--- src/rtl/heartbeat_pkg.sv ---
`timescale 1ns/1ps
`default_nettype none
// ============================================================================
// Module   : heartbeat_pkg
// Purpose  : Shared types, widths and saturating helpers for heartbeat_gen.
// Revision : 1.0 - initial release
// ============================================================================
package heartbeat_pkg;

    localparam int PWM_W = 8;

    typedef enum logic [2:0] {
        LUB_UP   = 3'd0,
        LUB_DOWN = 3'd1,
        GAP      = 3'd2,
        DUB_UP   = 3'd3,
        DUB_DOWN = 3'd4,
        REST     = 3'd5
    } state_t;

    // Sum is formed one bit wider so a large step can never wrap past the limit.
    function automatic logic [PWM_W-1:0] sat_add(input logic [PWM_W-1:0] a,
                                                 input logic [PWM_W-1:0] b,
                                                 input logic [PWM_W-1:0] lim);
        logic [PWM_W:0] sum;
        sum = {1'b0, a} + {1'b0, b};
        if (sum >= {1'b0, lim})
            sat_add = lim;
        else
            sat_add = sum[PWM_W-1:0];
    endfunction

    function automatic logic [PWM_W-1:0] sat_sub(input logic [PWM_W-1:0] a,
                                                 input logic [PWM_W-1:0] b);
        if (a > b)
            sat_sub = a - b;
        else
            sat_sub = '0;
    endfunction

endpackage
`default_nettype wire

--- src/rtl/pwm_modulator.sv ---
`timescale 1ns/1ps
`default_nettype none
// ============================================================================
// Module   : pwm_modulator
// Purpose  : Free-running 8-bit PWM; duty is latched only at period boundaries.
// Revision : 1.0 - initial release
// ============================================================================
module pwm_modulator
    import heartbeat_pkg::*;
(
    input  logic             clk,
    input  logic             reset,
    input  logic [PWM_W-1:0] duty,
    output logic             pwm
);

    logic [PWM_W-1:0] r_pwm_cnt;
    logic [PWM_W-1:0] r_duty_q;
    logic             r_pwm;

    always_ff @(posedge clk or negedge reset) begin
        if (!reset) begin
            r_pwm_cnt <= '0;
            r_duty_q  <= '0;
            r_pwm     <= 1'b0;
        end else begin
            r_pwm_cnt <= r_pwm_cnt + 1'b1;
            // Sampling on the last count keeps the high-time of a period intact.
            if (r_pwm_cnt == '1)
                r_duty_q <= duty;
            r_pwm <= (r_pwm_cnt < r_duty_q);
        end
    end

    assign pwm = r_pwm;

endmodule
`default_nettype wire

--- src/rtl/heartbeat_gen.sv ---
`timescale 1ns/1ps
`default_nettype none
// ============================================================================
// Module   : heartbeat_gen
// Purpose  : "Lub-dub" LED heartbeat: prescaler, envelope FSM and PWM output.
//            Define HEARTBEAT_GAMMA_EN for a squared (gamma ~2) duty curve.
// Revision : 1.0 - initial release
// ============================================================================
module heartbeat_gen
    import heartbeat_pkg::*;
#(
    parameter int STEP_DIV   = 100000,
    parameter int RAMP_STEP  = 16,
    parameter int LUB_PEAK   = 255,
    parameter int DUB_PEAK   = 128,
    parameter int GAP_TICKS  = 100,
    parameter int REST_TICKS = 600
) (
    input  logic clk,
    input  logic reset,
    output logic pwm
);

    localparam int c_div_w = $clog2(STEP_DIV);
    localparam int c_cnt_max = (GAP_TICKS > REST_TICKS) ? GAP_TICKS : REST_TICKS;
    localparam int c_cnt_w = $clog2(c_cnt_max + 1);

    localparam logic [c_div_w-1:0] c_div_last  = c_div_w'(STEP_DIV - 1);
    localparam logic [c_cnt_w-1:0] c_gap_ticks = c_cnt_w'(GAP_TICKS);
    localparam logic [c_cnt_w-1:0] c_rest_ticks = c_cnt_w'(REST_TICKS);
    localparam logic [PWM_W-1:0]   c_ramp      = PWM_W'(RAMP_STEP);
    localparam logic [PWM_W-1:0]   c_lub_peak  = PWM_W'(LUB_PEAK);
    localparam logic [PWM_W-1:0]   c_dub_peak  = PWM_W'(DUB_PEAK);

    logic [c_div_w-1:0] r_presc;
    logic               w_tick;

    state_t             r_state, w_state_nxt;
    logic [PWM_W-1:0]   r_brightness, w_bright_nxt;
    logic [c_cnt_w-1:0] r_ticks, w_ticks_nxt;
    logic [c_cnt_w-1:0] w_ticks_inc;
    logic [PWM_W-1:0]   w_duty;

    assign w_tick      = (r_presc == c_div_last);
    assign w_ticks_inc = r_ticks + 1'b1;

    always_ff @(posedge clk or negedge reset) begin
        if (!reset) begin
            r_presc      <= '0;
            r_state      <= LUB_UP;
            r_brightness <= '0;
            r_ticks      <= '0;
        end else begin
            r_presc      <= w_tick ? '0 : r_presc + 1'b1;
            r_state      <= w_state_nxt;
            r_brightness <= w_bright_nxt;
            r_ticks      <= w_ticks_nxt;
        end
    end

    always_comb begin
        w_state_nxt  = r_state;
        w_bright_nxt = r_brightness;
        w_ticks_nxt  = r_ticks;
        if (w_tick) begin
            case (r_state)
                LUB_UP: begin
                    w_bright_nxt = sat_add(r_brightness, c_ramp, c_lub_peak);
                    if (w_bright_nxt == c_lub_peak)
                        w_state_nxt = LUB_DOWN;
                end
                LUB_DOWN: begin
                    w_bright_nxt = sat_sub(r_brightness, c_ramp);
                    if (w_bright_nxt == '0) begin
                        w_state_nxt = GAP;
                        w_ticks_nxt = '0;
                    end
                end
                GAP: begin
                    if (w_ticks_inc == c_gap_ticks) begin
                        w_state_nxt = DUB_UP;
                        w_ticks_nxt = '0;
                    end else begin
                        w_ticks_nxt = w_ticks_inc;
                    end
                end
                DUB_UP: begin
                    w_bright_nxt = sat_add(r_brightness, c_ramp, c_dub_peak);
                    if (w_bright_nxt == c_dub_peak)
                        w_state_nxt = DUB_DOWN;
                end
                DUB_DOWN: begin
                    w_bright_nxt = sat_sub(r_brightness, c_ramp);
                    if (w_bright_nxt == '0) begin
                        w_state_nxt = REST;
                        w_ticks_nxt = '0;
                    end
                end
                REST: begin
                    if (w_ticks_inc == c_rest_ticks) begin
                        w_state_nxt = LUB_UP;
                        w_ticks_nxt = '0;
                    end else begin
                        w_ticks_nxt = w_ticks_inc;
                    end
                end
                default: begin
                    w_state_nxt  = LUB_UP;
                    w_bright_nxt = '0;
                    w_ticks_nxt  = '0;
                end
            endcase
        end
    end

`ifdef HEARTBEAT_GAMMA_EN
    // Upper byte of brightness squared; zero-extended so the product is 16 bits.
    assign w_duty = PWM_W'(({{PWM_W{1'b0}}, r_brightness} *
                            {{PWM_W{1'b0}}, r_brightness}) >> PWM_W);
`else
    assign w_duty = r_brightness;
`endif

    pwm_modulator u_pwm (
        .clk   (clk),
        .reset (reset),
        .duty  (w_duty),
        .pwm   (pwm)
    );

endmodule
`default_nettype wire

--- config.mk ---
export PLATFORM = sky130hd
export DESIGN_NAME = heartbeat_gen
export DESIGN_NICKNAME = d
export VERILOG_FILES = /design/src/rtl/heartbeat_pkg.sv /design/src/rtl/pwm_modulator.sv /design/src/rtl/heartbeat_gen.sv
export SDC_FILE = /design/constraint.sdc
export NUM_CORES = 1
export LEC_CHECK = 0
export CORE_AREA = 3 3 79 81
export CTS_CLUSTER_DIAMETER = 150
export DETAILED_ROUTE_END_ITERATION = 16
export DIE_AREA = 0 0 82 84
export PLACE_DENSITY = 0.76
export SYNTH_ARGS = -nofsm -noshare
export SYNTH_HDL_FRONTEND = slang
export SYNTH_SLANG_ARGS = --single-unit
--- constraint.sdc ---
create_clock -name clk -period 3.65 [get_ports clk]
set_clock_uncertainty 0.2 [all_clocks]
set_input_delay 0.365 -clock clk [delete_from_list [all_inputs] [get_ports clk]]
set_output_delay 0.365 -clock clk [all_outputs]
set_load 0.005 [all_outputs]
**Word level (Yosys, flattened, before mapping)**

Cells that the tools add are included.

- Memories kept: 0
- Flip-flop bits (word level): 55
- Logic and storage cells: 68
- Output and inout bits: 1
- Bits in latches: 0
- ROM bits: 0
- Bits of input ports: 2
- Bits in writable memories: 0

- $mul: 0
- Reductions and logical operators: 8
- Magnitude comparators: 4
- Div/mod/pow operators: 0
- Add/sub/neg operators: 5
- Bitwise gates (word level): 2
- Mux-type cells: 25
- Shift operators: 0
- Equal/unequal tests: 17

Operators with widths:

| operator | count |
|---|---|
| 2-to-1 mux 8 bit | 11 |
| case mux 10 bit (5 select lines) | 1 |
| 2-to-1 mux 10 bit | 4 |
| case mux 8 bit (5 select lines) | 1 |
| == test 8 bit (second input constant) | 3 |
| >= comparator 9 x 8 -> 1 bit (second input constant) | 2 |
| 2-to-1 mux 3 bit | 6 |
| case mux 3 bit (6 select lines) | 1 |
| adder 17 x 1 -> 17 bit (second input constant) | 1 |
| == test 17 bit (second input constant) | 1 |
| 2-to-1 mux 17 bit | 1 |
| logical NOT 8 bit | 2 |
| inequality test 2 bit (second input constant) | 6 |
| adder 10 x 1 -> 10 bit (second input constant) | 1 |
| == test 10 bit (second input constant) | 1 |
| == test 10 x 7 -> 1 bit (second input constant) | 1 |
| adder 8 x 5 -> 9 bit (second input constant) | 1 |
| adder 8 x 1 -> 8 bit (second input constant) | 1 |
| greater-than comparator 8 x 5 -> 1 bit (second input constant) | 1 |
| less-than comparator 8 bit | 1 |
| subtractor 8 x 5 -> 8 bit (second input constant) | 1 |
| AND reduction 7 bit | 1 |
| == test 3 x 2 -> 1 bit (second input constant) | 2 |
| == test 3 bit (second input constant) | 2 |
| other kinds (6) | 8 |

**Depth between registers and ports, before layout**

Gate-level depths: netlist of run 1.

- Depth after elaboration: 8
- Depth in mapped cells: 10
- Depth with buffers taken out: 8

**Cells and area by module**

A second synthesis of run 1 with hierarchy kept.

- Cells, all modules: 328
- Area, all modules: 3404.5 um2

Modules (own cells, without submodules):

| module | seq. area each (um2) | cells each | times used | area an instance (um2) |
|---|---|---|---|---|
| heartbeat_gen | 950.9 | 259 | 1 | 2531.2 |
| pwm_modulator | 425.4 | 69 | 1 | 873.3 |

**Worst setup path before layout of run 1**

OpenSTA, ideal clock, no wires.

- Path type: flip-flop to flip-flop
- Start: register r_brightness[4]
- End: register r_state[0]
- Slack: 1019 ps
- Stages on the path, launching flop included: 10
- Required time: 3346 ps
- Period minus slack after synthesis: 2631 ps
- Arrival: 2328 ps
- Setup time: 104 ps
- Buffers on the path: 1
- Cells stage by stage: dfrtp_1 > clkbuf_1 > inv_1 > ha_1 > nor2b_1 > o2111ai_1 > and3_1 > a221o_1 > o41a_1 > o311ai_1

- Word-level cells in the longest chain between the ends: 8
- Elaborated cells on any way between the ends: 25
- Those cells by class: add/sub (2); order compare (3); eq/ne (6); mux (11); reduce/logical (3)

RTL lines:

| element | RTL line | source |
|---|---|---|
| start, declared | heartbeat_gen.sv:39 | `logic [PWM_W-1:0] r_brightness, w_bright_nxt;` |
| start signal, assigned | heartbeat_gen.sv:56 | `r_brightness <= w_bright_nxt;` |
| adder 8 x 5 -> 9 bit | heartbeat_pkg.sv:26 | `sum = {1'b0, a} + {1'b0, b};` |
| >= comparator 9 x 8 -> 1 bit | heartbeat_pkg.sv:27 | `if (sum >= {1'b0, lim})` |
| 2-to-1 mux 8 bit | heartbeat_pkg.sv:27 |  |
| 2-to-1 mux 8 bit | heartbeat_gen.sv:66 | `case (r_state)` |
| 2-to-1 mux 8 bit | heartbeat_gen.sv:65 | `if (w_tick) begin` |
| == test 8 bit (on tied branches) | heartbeat_gen.sv:89, heartbeat_gen.sv:69 |  |
| inequality test 2 bit (no line) | -- |  |
| AND reduction 7 bit (no line) (*) | -- |  |
| end signal, assigned | heartbeat_gen.sv:55 | `r_state <= w_state_nxt;` |
| end, declared | heartbeat_gen.sv:38 | `state_t r_state, w_state_nxt;` |

Every way passes the cells marked *; elsewhere a longest branch is shown, timed or not. The select of a mux whose other input is x is not followed.
A chain may end at the register's enable or synchronous reset.

**Worst setup path in the final report of run 1**

Same ends and word-level chain as after synthesis.

==> summary.md, run 1 <==
| Metric | Value |
|---|---|
| Final slew viol count | 0 |
| Main area contributors after synthesis | dfrtp_1, ha_1, xnor2_1, nand3_1, nand2_1 |
| Iter 0 DRT Violations | 197 |
| Area of placed instances | 3259 sq um |
| Syn Inst Count | 338 |
| RSZ-0062 raised after global routing | no |
| Cell leakage power | 1.405 nW |
| Total die area | 6888 sq um |
| Status | finished clean |
| Worst-skew pair later-pin latency | 310 ps |
| Via Count | 2427 |
| Post-Layout Inst Area | 3358 sq um |
| Total CTS buffers | 5 |
| Htree depth | 2 |
| CTS tree | yes |
| Starting Density | 0.5786 |
| Peak Freq | 360.8 MHz |
| Num rows | 27 |
| Post-synth top cells | dfrtp_1, nand2_1, nand3_1 |
| Synth top area share | 0.4294 |
| Min Tclk post-route | 2772 ps |
| CP Data Arrival Time | 2780 ps |
| Initial antenna violation count | 0 |
| CTS max path bufs | 2 |
| Max-capacitance violation count | 0 |
| I/O pin cnt | 3 |
| Worst setup SP type | flop |
| Layout cells sized above 1 | 0.08605 |
| DR vias/cell | 5.934 |
| Routed wire per std cell | 14.62 um |
| Pin count of the biggest net entering global routing | 32 |
| Peak VDD IR | 164.0 uV |
| Critical Path Fanout Max | 11 |
| Nets | 352 |
| Final setup viols | 0 |
| WHS Path Cells | 1 |
| Die X | 82 um |
| Total grt overflow | 0 |
| Critical-path cell list | inv_1 -> ha_1 -> nor2b_1 -> o2111ai_1 -> and3_1 -> a221o_1 -> o41a_1 -> o311ai_1 |
| Crit-path leading delay family | compound AO/OA/AOI/OAI gates |
| CP Capture Type | flop |
| Clk slew on worst S/H paths | 100 ps |
| Global-route usage over all layers | 0.1978 |
| Clk sinks | 55 |
| Syn Area/Cell | 9.484 sq um |
| PwrDens | 285.9 nW/um^2 |
| First-pass GRT wire length | 10850 um |
| Die Ht | 84 um |
| Slew HR | 0.5687 |
| WP depth | 8 |
| Setup TNS Final | 0 ps |
| Req. time, crit path | 3660 ps |
| EDFF count, synth | 0 |
| Final hold vios | 0 |
| Synthesis-to-layout area growth | 4.762% |
| Total number of yosys warnings | 0 |
| Hold Path Class | flop to flop |
| Crit Path Category | flop to flop |
| Post-synth net total | 354 |
| Vias in the first global route | 2380 |
| GPL Wtd Cong | 0.9051 |
| Worst R2R Path Depth | 8 |
| Buf+Inv Stages, Crit Path | 1 |
| CP max stage cell | dfrtp_1 |
| I/O Buffers | 2 |
| Cell Area, Synth | 3206 sq um |
| Routed Antenna Nets | 0 |
| Total wire length | 5978 um |
| First-pass detailed-route iteration total | 4 |
| DPL Wire Length | 4330 um |
| Asr flop ratio synth | 1.000 |
| Worst slew pin tran | 641.5 ps |
| Critical Path Max Stage Delay | 540 ps |
| Core ar. | 5540 sq um |
| Antenna diode count | 0 |
| Synth area leader | dfrtp_1 |
| Library cells used by synthesis | 62 |
| Synth Register Bits | 55 |
| Part of the cycle the worst path needs | 0.7594 |
| Most common cell in the netlist | dfrtp_1 |
| Register area share after synthesis | 0.4294 |
| Most used DFF post-synth | dfrtp_1 |
| Root Buffer | clkbuf_8 |
| Post-CTS Resized | 0 |
| DRC violations left | 0 |
[cell families after synthesis]
logic type	Yosys count	synth area share
flops	55	0.4294
buf+inv	31	0.04059
fa+ha+maj	14	0.05465
mux	4	0.01327
xor+xnor	20	0.05465
simple gates	130	0.2244
compound gates	84	0.1831
[stage by stage]
stage | utilization | instances | hold WS [ps] | setup WS [ps] | total power (W)
after floorplan | - | 338 | -130.6 | 1019 | 0.0006210
after global placement | 0.5883 | 400 | 193.5 | 1039 | 0.0006345
after detailed placement | 0.5883 | 400 | 200.0 | 933.8 | 0.0006348
after CTS | 0.6061 | 409 | 293.6 | 903.7 | 0.0009771
after global routing | 0.6061 | 409 | 321.3 | 695.5 | 0.001005
final | 0.6061 | 409 | 298.3 | 878.0 | 0.0009602
[repair_timing]
action | 4_1_cts | 5_1_grt
setup buffers | 0 | 0
hold buffers | 1 | 0
endpoints found under the hold margin | 24 | 0
[layout by cell type (no fill, tap or decap), types with 2 or more instances in the layout]
cell type and n:
a21o_1 3, a21oi_1 13, a2bb2oi_1 5, a31oi_1 2, and2_1 4, and3_1 5
and4_1 2, buf_4 2, clkbuf_8 5, dfrtp_1 55, ha_1 14, inv_1 17
mux2_2 2, mux2i_1 2, nand2_1 30, nand2b_1 7, nand3_1 24, nand4_1 6
nor2_1 19, nor2b_1 5, nor3_1 5, nor4_1 2, nor4bb_1 2, o2111ai_1 2
o211ai_1 2, o21a_1 5, o21ai_0 20, o21bai_1 2, o31ai_1 12, or2_2 4
or3_1 4, or4_4 2, xnor2_1 14, xor2_1 6
[path summary, 6_finish.rpt]
kind | start | to | slack, ps
max reg2reg | r_brightness[4] | r_state[0] | 880
min reg2reg | r_presc[4] | r_presc[4] | 300
min | r_presc[4] | r_presc[4] | 300
max in group asynchronous | reset | r_brightness[4] | 2090
min in group asynchronous | reset | r_presc[16] | 360
max | r_brightness[4] | r_state[0] | 880
[state kept, by name, summed over array words and instances, names as in the netlist]
signal	cells
r_state	3
r_presc	17
u_pwm.r_pwm_cnt	8
r_brightness	8
r_ticks	10
u_pwm.pwm	1
u_pwm.r_duty_q	8
[area by class of cell]
| class | instances | area, sq um |
|---|---|---|
| sequential | 55 | 1376 |
| inverter | 17 | 63.81 |
| tap | 72 | 90.09 |
| multi-input combinational | 252 | 1699 |
| clock buffer | 6 | 72.57 |
| clock inverter | 2 | 16.27 |
| fill | 482 | 2182 |
| timing repair buffer | 5 | 40.04 |
[power by group]
group | internal (W) | switching, W
Combinational | 0.00000176 | 0.0000115
Clock | 0.000138 | 0.000200
Sequential | 0.000609 | 0
Total | 0.000749 | 0.000211
[layer usage]
layer	vias up	global-route usage	part of all wire
met4	0	0.07251	0.010
li1	1217	-	-
met2	18	0.3108	0.48
met5	-	0	0
met1	1186	0.2671	0.49
met3	6	0.03888	0.021
[worst register-to-register path, cell delays in order (launching register included)]
cell and delay (ps):
dfrtp_1 540, inv_1 110, ha_1 350, nor2b_1 210
o2111ai_1 170, and3_1 230, a221o_1 430, o41a_1 340
o311ai_1 90
(Power assumes the default switching activity.)
==> run 2, diff against run 1 <==
clock period = 2.7 ns   (was 3.65 ns; I/O delays follow)
==> summary.md, run 2 (same netlist as run 1, synthesis figures left out) <==
| Metric | Value |
|---|---|
| Status | finished clean |
| Commonest non-fill, non-tap cell in the layout | dfrtp_1 |
| Core ar. | 5540 sq um |
| CTS tree | yes |
| Worst slew pin tran | 563.9 ps |
| Largest regs | r_presc (17), r_ticks (10) |
| Final hold vios | 0 |
| Starting Density | 0.5786 |
| CP Capture Type | flop |
| Cell leakage power | 1.453 nW |
| CP max stage cell | a221o_1 |
| Postcts setup bufs | 0 |
| Crit-path leading delay family | compound AO/OA/AOI/OAI gates |
| Critical-path cell list | inv_1 -> ha_1 -> nor2b_1 -> o2111ai_1 -> and3_1 -> a221o_1 -> o41a_1 -> o311ai_1 |
| Routed wire per std cell | 14.66 um |
| Max-capacitance violation count | 0 |
| Peak VDD IR | 322.5 uV |
| I/O pin cnt | 3 |
| Routed Antenna Nets | 0 |
| DRC violations left | 0 |
| Hold Path Class | input pin to asynchronous set/reset pin |
| First-pass detailed-route iteration total | 4 |
| Min Tclk post-route | 2552 ps |
| Part of the cycle the worst path needs | 0.9452 |
| Largest register by flop count | r_presc |
| Total die area | 6888 sq um |
| Clk slew on worst S/H paths | 100 ps |
| I/O Buffers | 2 |
| Initial antenna violation count | 0 |
| Critical Path Max Stage Delay | 430 ps |
| Iter 0 DRT Violations | 212 |
| DR vias/cell | 5.821 |
| Critical R2R Launch | r_brightness[4] |
| Slew HR | 0.6208 |
| Global-route usage over all layers | 0.2021 |
| Post-Layout Inst Area | 3430 sq um |
| Req. time, crit path | 2700 ps |
| Worst R2R Path Depth | 8 |
| Final slew viol count | 0 |
| Critical Path Fanout Max | 7 |
| DPL Wire Length | 4523 um |
| Max reg flops | 17 |
| Vias in the first global route | 2359 |
| Antenna diode count | 0 |
| Pre-CTS setup slack | 199.3 ps |
| Final core occ | 0.6190 |
| Synthesis-to-layout area growth | 6.987% |
| Worst setup margin | 148.0 ps |
| Die Ht | 84 um |
| Root Buffer | clkbuf_8 |
| Buf+Inv Stages, Crit Path | 1 |
| Setup TNS Final | 0 ps |
| Worst-skew pair later-pin latency | 310 ps |
| Worst setup SP type | flop |
| Crit Path Category | flop to flop |
| Area of placed instances | 3334 sq um |
| Critical R2R Capture | r_state[0] |
| RSZ-0062 raised after global routing | no |
| Num rows | 27 |
| Pin count of the biggest net entering global routing | 31 |
| Fill cells | 474 |
| Total wire length | 6142 um |
| Layout cells sized above 1 | 0.1124 |
| CTS max path bufs | 2 |
| Total CTS buffers | 5 |
| GPL Wtd Cong | 0.9074 |
| Clk sinks | 55 |
| Final setup viols | 0 |
| Total grt overflow | 0 |
| First-pass GRT wire length | 11100 um |
| Htree depth | 2 |
| Nets | 362 |
| Die X | 82 um |
| Reg2Reg Setup Slack | 150 ps |
| Most frequent cells in the layout | dfrtp_1, nand2_1, nand3_1 |
| Via Count | 2439 |
| CP Data Arrival Time | 2550 ps |
| PwrDens | 376.4 nW/um^2 |
| Peak Freq | 391.9 MHz |
[run 2: metrics by stage]
stage | power, W | std cells | hold slack, ps
3_5_place_dp | 0.0008590 | 410 | -137.9
6_report | 0.001291 | 419 | 66.24
5_1_grt | 0.001353 | 419 | 58.21
2_1_floorplan | 0.0008396 | 338 | -225.6
4_1_cts | 0.001307 | 419 | 65.90
3_3_place_gp | 0.0008589 | 410 | -136.2
[run 2: layout make-up]
type                       count  area (sq um)  area share
timing repair buffer          15         115.1     0.03356
clock inverter                 2         12.51    0.003648
sequential                    55          1376      0.4013
multi-input combinational    252          1699      0.4954
inverter                      17         63.81     0.01861
tap                           72         90.09     0.02627
clock buffer                   6         72.57     0.02116
[run 2: what timing repair did]
| item | in CTS | in global routing |
|---|---|---|
| resized for setup | 0 | 0 |
| endpoints found under the hold margin | 55 | 0 |
| hold buffers | 1 | 0 |
[run 2: worst max path at each step]
stage / start / to / slack (ps) / depth (start not counted)
final: r_brightness[4] / r_state[0] / 150 / 8
after global placement: r_brightness[4] / r_state[0] / 320 / 8
after global routing: r_ticks[0] / r_state[0] / 10 / 7
after CTS: r_brightness[4] / r_state[0] / 180 / 8
after floorplan: r_brightness[4] / r_state[0] / 70 / 9
after detailed placement: r_brightness[4] / r_state[0] / 200 / 8
[run 2: layer usage]
layer | vias up | track usage | wire [um]
li1 | 1244 | - | -
met1 | 1155 | 0.2876 | 2985
met2 | 33 | 0.3218 | 2942
met3 | 7 | 0.03348 | 152
met4 | 0 | 0.04230 | 62
met5 | - | 0 | 0
[run 2: power by group]
part           switching [W]  internal [W]
Clock               0.000267      0.000182
Sequential                 0      0.000823
Combinational      0.0000159    0.00000339
